===== src/rtl/pwm_generator.sv =====
// Single-channel PWM generator with double-buffered period/compare values.
// Period and compare inputs are captured into shadow registers while idle
// and on every period wrap while running. A change made mid-period therefore
// never produces a runt or stretched pulse. The output is registered and
// lags the counter by one cycle.
module pwm_generator #(
  parameter int WIDTH = 32
) (
  input  logic             Clk,
  input  logic             Rst_n,
  input  logic             pwm_gen_en,
  input  logic [WIDTH-1:0] counter_arr,
  input  logic [WIDTH-1:0] counter_ccr,
  output logic             pwm_out
);

  localparam logic [WIDTH-1:0] ZERO = {WIDTH{1'b0}};
  localparam logic [WIDTH-1:0] ONE  = {{(WIDTH-1){1'b0}}, 1'b1};

  // Period counter and shadow copies of the period/compare inputs
  logic [WIDTH-1:0] cnt_r;
  logic [WIDTH-1:0] arr_sh_r;
  logic [WIDTH-1:0] ccr_sh_r;
  logic             pwm_r;

  // Decoded conditions based on pre-edge register values
  logic             arr_zero_s;
  logic             wrap_s;
  logic             pwm_next_s;

  // Decode the period wrap and the next output level from the current state
  always_comb begin
    arr_zero_s = 1'b0;
    wrap_s     = 1'b0;
    pwm_next_s = 1'b0;
    if (arr_sh_r == ZERO) begin
      // A zero period holds the counter at 0 and keeps the output low.
      arr_zero_s = 1'b1;
      wrap_s     = 1'b1;
      pwm_next_s = 1'b0;
    end else begin
      // arr_sh_r is non-zero here, so arr_sh_r - 1 cannot underflow.
      arr_zero_s = 1'b0;
      wrap_s     = (cnt_r >= (arr_sh_r - ONE));
      pwm_next_s = (cnt_r < ccr_sh_r);
    end
  end

  // Counter, shadow reload and registered output; reset overrides enable
  always_ff @(posedge Clk) begin
    if (Rst_n) begin
      cnt_r    <= ZERO;
      arr_sh_r <= ZERO;
      ccr_sh_r <= ZERO;
      pwm_r    <= 1'b0;
    end else if (!pwm_gen_en) begin
      // Idle: stop immediately and let the shadows follow the inputs so
      // that re-enabling starts a fresh period with the latest values.
      cnt_r    <= ZERO;
      arr_sh_r <= counter_arr;
      ccr_sh_r <= counter_ccr;
      pwm_r    <= 1'b0;
    end else begin
      pwm_r <= pwm_next_s && !arr_zero_s;
      if (wrap_s) begin
        // Period boundary: inputs are sampled only on this edge.
        cnt_r    <= ZERO;
        arr_sh_r <= counter_arr;
        ccr_sh_r <= counter_ccr;
      end else begin
        cnt_r    <= cnt_r + ONE;
        arr_sh_r <= arr_sh_r;
        ccr_sh_r <= ccr_sh_r;
      end
    end
  end

  assign pwm_out = pwm_r;

endmodule


===== config.mk =====
export PLATFORM = sky130hd
export DESIGN_NAME = pwm_generator
export DESIGN_NICKNAME = d
export VERILOG_FILES = /design/src/rtl/pwm_generator.sv
export SDC_FILE = /design/constraint.sdc
export NUM_CORES = 1
export LEC_CHECK = 0
export ABC_AREA = 1
export BUFFER_PORTS_ARGS = -buffer_cell sky130_fd_sc_hd__clkbuf_2
export CAP_MARGIN = 25
export CORE_MARGIN = 2
export CORE_UTILIZATION = 26
export CTS_BUF_LIST = sky130_fd_sc_hd__clkbuf_4 sky130_fd_sc_hd__clkbuf_8 sky130_fd_sc_hd__clkbuf_16
export CTS_CLUSTER_SIZE = 25
export DETAILED_ROUTE_END_ITERATION = 6
export PLACE_DENSITY_LB_ADDON = 0.1
export SYNTH_ARGS = -nofsm -noshare
export SYNTH_HDL_FRONTEND = slang
export SYNTH_SLANG_ARGS = --single-unit
export TNS_END_PERCENT = 20

===== constraint.sdc =====
create_clock -name Clk -period 8.19 [get_ports Clk]
set_input_delay 0 -clock Clk [delete_from_list [all_inputs] [get_ports Clk]]
set_output_delay 0 -clock Clk [all_outputs]
set_load 0.02 [all_outputs]

==> flow_summary_export.csv, run 1 <==
group,metric,value,unit
global_routing,maximum_number_of_pins_on_one_net_before_global_route_repair,74,
placement,detailed_place_hpwl,14500,um
cts,clk_path_buf_depth,2,
timing,grt_setup_unrepaired,"no",
worst_setup_path,critical_path_class,"flip-flop to flip-flop",
drt,detailedRoute.firstPassIterationCount,4,
cts,worstSkewPairLatency,0.36,ns
power,power_per_cell_area,142,nW/um^2
run,cap_violations,0,
synthesis,yosys.area_share.adder,0.116,
global_routing,vias_in_the_first_global_route,6214,
synthesis,post_synth_mux_area_share,0,
timing,final-setup-viol-count,0,
floorplan,die_x,169,um
worst_setup_path,setup.worst_path.start_class,"flip-flop",
cts,clock_tree_from_tritoncts,"done",
power,p_sw,0.356,mW
floorplan,fp.dieH,169,um
finish,post_route_cells_drive_above_1_share,0.177,
drt,post-route-drc-count,0,
worst_setup_path,crit_path_cell_trace,"inv_1 > nand2_1 > nor2_1 > nand3_1 > nor2_1 > nand2_1 > nor2_1 > xor2_1 > ha_1 > nand2_1 > nand3b_1 > o21bai_1 > nor2_1 > nand2_1 > nor2_4 > buf_4 > buf_4 > a21oi_1 > nor2_1",
power,power_switching_share,0.292,
power,max-vdd-ir-drop,0.0837,mV
finish,insertedDiodeCount,0,
synthesis,main_combinational_cell_family_by_area_after_synthesis,"simple AND/OR/NAND/NOR gates",
drt,first_iter_violations,281,
synthesis,mean_instance_size_in_the_synthesized_netlist,7.13,um^2
power,power_frac_seq,0.416,
timing,timing_max_transition_violations_final,0,
timing,max_freq,223,MHz
power,p_comb_frac,0.183,
cts,clock_pin_slew_of_the_registers_on_the_worst_case_setup_and_hold_paths,0.07,ns
worst_setup_path,crit_arrival,4.78,ns
floorplan,core.rowCount,60,
cts,root_buffer,"clkbuf_16",
synthesis,synthSimpleGateAreaFrac,0.358,
worst_setup_path,cp_num_buf_inv,3,
timing,fin_ws,3.70,ns
synthesis,synth-seq-cells,97,
timing,period_needed,4.49,ns
synthesis,synth_flop_cell,"dfxtp_1",
worst_setup_path,regToRegSetupSlack,3.70,ns
global_routing,grt_usage,0.142,
placement,portBuffers,67,
min_path,holdCritPathClass,"primary input to flip-flop",
finish,nets,1239,
floorplan,placeableCoreArea,26900,um^2
placement,routabilityCongestion,0.798,
drt,avgRoutedWirePerCell,13.5,um
finish,fillers,2980,
cts,cts_htree_levels,3,
timing,timing.slew.headroom,0.331,
power,power_leakage,3.88,nW
worst_setup_path,worst_path_largest_cell_delay,0.83,ns
floorplan,die_area,28600,um^2
synthesis,yosysWarnings,0,
synthesis,async_set_or_reset_flop_fraction_in_the_synthesized_netlist,0,
drt,route.detailed.vias_per_inst,4.36,
worst_setup_path,largest_fanout_on_the_critical_path,67,
synthesis,synth_cell_type_count,36,
synthesis,mappedNetlistArea,7100,um^2
worst_setup_path,kind_of_cell_adding_the_most_delay_to_the_critical_path,"simple AND/OR/NAND/NOR gates",
synthesis,synth-compound-area-share,0.0980,
finish,final_util,0.320,
worst_setup_path,cp_common_cell,"nor2_1",
drt,route.vias.total,6325,
global_routing,grt_first_pass_wirelength,32300,um
global_routing,overflow,0,
synthesis,seq_area_frac_synth,0.274,
drt,finalWirelength,19600,um
drt,ant_nets,0,
worst_setup_path,cp_slowest_cell,"buf_4",
power,clock_power_share,0.401,
worst_setup_path,timing.critical_path.to_type,"flip-flop",
synthesis,syn_inst,996,
cts,tritoncts.num_buffers,9,
finish,layoutNonFillerInstCount,1452,
cts,cts.repair_timing.setup_buffer_count,0,
floorplan,floorplan.io_pins,68,
timing,fin_skew,0.00977,ns
floorplan,initial_utilization,0.264,
power,internal_power,0.863,mW
outcome,status,"finished, final reports clean",
timing,final_cycle_utilization_of_the_critical_path,0.548,
cts,cts_num_sinks,97,
timing,setup-tns-final,0,ns
timing,timing_worst_slew_pin_value,1.00,ns
global_routing,antenna_violations_before_repair,0,
timing,finalHoldViolations,0,
placement,total_placed_cells_including_tap_cells,1371,
finish,synthToLayoutAreaGrowth,21.2,%
synthesis,syn-num-nets,1129,
synthesis,synth-edff-count,0,
worst_setup_path,worst_ep_required_time,8.48,ns
synthesis,synth_xor_area_frac,0.0506,
placement,preCtsSetupSlack,3.61,ns
-- layout by cell type (no fill, tap or decap), types with 11 or more instances in the layout --
cell type	synthesis	final
dfxtp_1	97	97
ha_1	66	66
a21oi_1	102	102
clkbuf_2	0	67
nor2_2	24	24
dlygate4sd3_1	0	65
nor2_1	126	126
xor2_1	38	38
inv_1	119	118
o21ai_0	11	11
nand4_1	15	15
nor3_1	17	17
nand3_2	57	57
nand2_1	196	195
nand3_1	36	36
-- cell families after synthesis --
family	count (synthesis)
buffers and inverters	159
DFF	97
AOI/OAI and AO/OA	129
and+or+nand+nor	504
adders and majority gates	66
xor gates and xnor gates	41
-- Yosys cell counts (all sizes together) (5+ instances only) --
cell type / instances / area (um^2)
buf: 37 / 279
ha: 66 / 826
xor2: 38 / 333
dfxtp: 97 / 1940
nand3: 93 / 751
nand4: 15 / 93.8
nor2: 154 / 668
nand2: 200 / 761
or2: 6 / 37.5
o21ai: 11 / 55.1
nand3b: 5 / 37.5
a21oi: 111 / 589
nor3: 20 / 121
inv: 121 / 454
nor4: 9 / 56.3
-- path summary, 6_finish.rpt --
kind,endpoint,start,cells past startpoint
max,arr_sh_r[0],arr_sh_r[0],19
min,ccr_sh_r[27],Rst_n,5
max reg2reg,arr_sh_r[0],arr_sh_r[0],19
min reg2reg,cnt_r[31],cnt_r[31],2
-- cell type report --
cell class / count / area [um^2] / area share
clock buffer: 9 / 225 / 0.0262
timing repair buffer: 137 / 1020 / 0.119
clock inverter: 7 / 101 / 0.0118
tap: 341 / 427 / 0.0496
inverter: 121 / 454 / 0.0528
sequential: 97 / 1940 / 0.226
multi-input combinational: 740 / 4430 / 0.515
-- routing by layer --
metal / share of wire / routed length (um) / global-route usage
met5: 0 / 0 / 0
met4: 0.018 / 344 / 0.0438
met2: 0.43 / 8510 / 0.226
met1: 0.53 / 10300 / 0.199
met3: 0.022 / 423 / 0.0203
-- stage by stage --
stage | hold WS (ns) | area (um^2) | power (mW)
global placement | 0.225 | 7620 | 0.722
detailed placement | 0.228 | 7620 | 0.722
finish | 0.310 | 8600 | 1.22
floorplan | 0.124 | 7100 | 0.671
global route | 0.370 | 8600 | 1.30
CTS | 0.321 | 8600 | 1.25
-- power groups by stage --
stage	registers [mW]	logic [mW]	clock network, mW
after global routing	0.511	0.258	0.527
after global placement	0.519	0.203	0
final	0.508	0.223	0.489
after floorplan	0.515	0.155	0
after detailed placement	0.519	0.203	0
after CTS	0.508	0.228	0.517
-- sequential cells by signal (all words and copies together) (netlist names) --
register,flops
pwm_out,1
ccr_sh_r,32
arr_sh_r,32
cnt_r,32
-- worst min-delay path: stages --
cell and delay [ns]:
clkbuf_2 0.08, inv_2 0.02, buf_4 0.33, nand2_1 0.15, nor2_1 0.03
-- timing repair --
item | CTS | global route
endpoints found under the hold margin | 65 | 0
resized for setup | 0 | 0
hold buffers | 65 | 0
Note: power is estimated with default switching activity, not from simulation.
==> inputs of run 2 (changes only) <==
- ABC_AREA: 1 -> 0
- clock period: 8.19 -> 4.3 ns (I/O delays scaled with it)
==> run 2 against run 1 <==
Clock skew is 0.0013 ns higher. Global-route usage decreased by 2.3 points. Count of clock-buffer cells in the layout rose by 3. Synthesized cell count down 29%. Critical path depth fell by 5. Clock power up 100%. Hold slack got worse by 0.11 ns. Sequential power increased by 92%. Via count decreased by 19%. First-iteration DRC count down 32%. Utilization grew 1.0 points. Register-to-register slack got worse by 3.4 ns. Largest cell class unchanged. Largest power group is now the clock network.
==> flow_summary_export.csv, run 2 <==
group,metric,value,unit
drt,ant_nets,0,
cts,cts_htree_levels,3,
worst_setup_path,largest_fanout_on_the_critical_path,24,
timing,final_cycle_utilization_of_the_critical_path,0.932,
global_routing,overflow,0,
global_routing,vias_in_the_first_global_route,5319,
cts,cts_resized,0,
drt,avgRoutedWirePerCell,12.9,um
drt,detailedRoute.firstPassIterationCount,4,
synthesis,synth-seq-cells,97,
run,cap_violations,0,
synthesis,mappedNetlistArea,6450,um^2
finish,reg_top3,"arr_sh_r (32), ccr_sh_r (32), cnt_r (32)",
power,power_per_cell_area,292,nW/um^2
floorplan,placeableCoreArea,24300,um^2
synthesis,yosysWarnings,0,
floorplan,initial_utilization,0.265,
drt,post-route-drc-count,0,
synthesis,syn_inst,712,
drt,first_iter_violations,191,
timing,max_freq,249,MHz
cts,worstSkewPairLatency,0.36,ns
synthesis,synth_cell_type_count,53,
timing,period_needed,4.01,ns
finish,fillers,2537,
power,p_sw,0.597,mW
floorplan,fp.dieH,162,um
worst_setup_path,worst_path_largest_cell_delay,0.64,ns
power,power_frac_seq,0.416,
cts,clock_tree_from_tritoncts,"done",
placement,routabilityCongestion,0.795,
synthesis,synth.largest_area_cell,"dfxtp_1",
global_routing,grt_first_pass_wirelength,25200,um
synthesis,async_set_or_reset_flop_fraction_in_the_synthesized_netlist,0,
floorplan,die_x,162,um
placement,detailed_place_hpwl,11200,um
drt,finalWirelength,15000,um
synthesis,syn-num-nets,845,
finish,synthToLayoutAreaGrowth,24.5,%
finish,nets,965,
cts,tritoncts.num_buffers,9,
min_path,holdCritPathClass,"primary input to flip-flop",
worst_setup_path,regToRegSetupSlack,0.29,ns
synthesis,seq_area_frac_synth,0.301,
power,totalPowerFinal,2.35,mW
timing,timing.slew.headroom,0.401,
power,internal_power,1.75,mW
timing,setup-tns-final,0,ns
global_routing,grt_usage,0.119,
synthesis,netlist.area_leader.share,0.301,
placement,portBuffers,67,
power,power_switching_share,0.254,
timing,final-setup-viol-count,0,
synthesis,synth_top_cells_by_count,"nand2b_1 (128), dfxtp_1 (97), ha_1 (66)",
cts,root_buffer,"clkbuf_16",
power,clock_power_share,0.417,
worst_setup_path,cp_slowest_cell,"or4_1",
drt,route.detailed.vias_per_inst,4.43,
synthesis,synth_flop_cell,"dfxtp_1",
finish,post_route_cells_drive_above_1_share,0.124,
finish,final_design_area_no_fill,8040,um^2
synthesis,synth.most_common_cell,"nand2b_1",
worst_setup_path,crit_arrival,4.29,ns
finish,register_area,1940,um^2
floorplan,core.rowCount,57,
outcome,status,"finished, final reports clean",
global_routing,maximum_number_of_pins_on_one_net_before_global_route_repair,129,
finish,final_cell_mix,"nand2b_1 (128), dfxtp_1 (97), clkbuf_2 (67), ha_1 (66)",
synthesis,synth-edff-count,0,
finish,most_common_library_cell_in_the_layout_ignoring_fill_and_taps,"nand2b_1",
synthesis,netlist_top_cells_area,"dfxtp_1 (30%), ha_1 (13%), nand2b_1 (12%), mux2i_1 (9.9%), xnor2_1 (4.8%)",
floorplan,die_area,26100,um^2
timing,final.hold.worst_slack,0.201,ns
floorplan,floorplan.io_pins,68,
worst_setup_path,critical_path_class,"flip-flop to flip-flop",
timing,timing_worst_slew_pin_value,0.899,ns
cts,cts_num_sinks,97,
placement,dpl-instance-area,7040,um^2
worst_setup_path,crit_path_cell_trace,"or4_1 > nor2_1 > nand3_1 > nor2_1 > nand2_1 > xor2_1 > ha_1 > nand4_1 > nor2_1 > a221oi_1 > o211ai_1 > a211oi_4 > buf_4 > mux2i_1",
cts,clock_pin_slew_of_the_registers_on_the_worst_case_setup_and_hold_paths,0.07,ns
cts,clk_path_buf_depth,2,
finish,area_of_combinational_cells_with_multiple_inputs,4150,um^2
timing,grt_setup_unrepaired,"no",
power,max-vdd-ir-drop,0.144,mV
drt,route.vias.total,5142,
finish,final_util,0.330,
worst_setup_path,cp_common_cell,"nor2_1",
power,p_comb_frac,0.167,
finish,insertedDiodeCount,0,
timing,fin_skew,0.0111,ns
power,power_leakage,3.42,nW
timing,finalHoldViolations,0,
worst_setup_path,worst_ep_required_time,4.58,ns
worst_setup_path,timing.critical_path.to_type,"flip-flop",
timing,timing_max_transition_violations_final,0,
worst_setup_path,setup.worst_path.start_class,"flip-flop",
synthesis,mean_instance_size_in_the_synthesized_netlist,9.06,um^2
global_routing,antenna_violations_before_repair,0,
run 2: cell type report:
class | count | share of cell area
Timing Repair Buffer | 135 | 0.127
Clock inverter | 4 | 0.0123
Clock buffer | 12 | 0.0324
Sequential cell | 97 | 0.242
Inverter | 42 | 0.0196
Tap cell | 324 | 0.0504
Multi-Input combinational cell | 547 | 0.517
run 2: kinds of logic after synthesis:
group,synth area share
fa+ha+maj,0.128
mux,0.0993
simple gates,0.277
buf+inv,0.0564
compound gates,0.0572
xor+xnor,0.0814
flops,0.301
run 2: final timing paths:
check / end / startpoint / cells past startpoint
min reg2reg: ccr_sh_r[27] / ccr_sh_r[27] / 2
max: ccr_sh_r[8] / arr_sh_r[0] / 14
min: pwm_out / Rst_n / 4
max reg2reg: ccr_sh_r[8] / arr_sh_r[0] / 14
run 2: layer usage:
metal  GRT usage  wire length (um)  vias to the layer above  share of wire
li1            -                 -                     2662              -
met1       0.139              6730                     2408           0.45
met2       0.222              7690                       57           0.51
met3      0.0211               372                       15          0.025
met4      0.0341               202                        0          0.013
met5           0                 0                        -              0
run 2: stage by stage:
step	cells	setup slack, ns
after global routing	1161	0.0191
after CTS	1161	0.304
final	1161	0.291
after global placement	1081	0.408
after detailed placement	1081	0.338
after floorplan	712	0.905
run 2: worst max-delay path, delay by kind of cell, from the launching register on:
family          cells  cell delay, ns
simple gates        7            1.70
compound gates      3            0.73
buf+inv             1            0.43
flops               1            0.33
fa+ha+maj           1            0.31
mux                 1            0.24
xor+xnor            1            0.16
run 2: what timing repair did:
action / 4_1_cts / 5_1_grt
endpoints found under the hold margin: 64 / 0
hold buffers: 64 / 0
setup buffers: 0 / 0
run 2: power groups by stage:
| stage | combinational, mW | clock, mW | sequential (mW) |
|---|---|---|---|
| after global placement | 0.343 | 0 | 0.999 |
| after CTS | 0.401 | 1.02 | 0.978 |
| final | 0.392 | 0.981 | 0.977 |
| after global routing | 0.443 | 1.05 | 0.984 |
| after floorplan | 0.271 | 0 | 0.987 |
| after detailed placement | 0.353 | 0 | 0.999 |
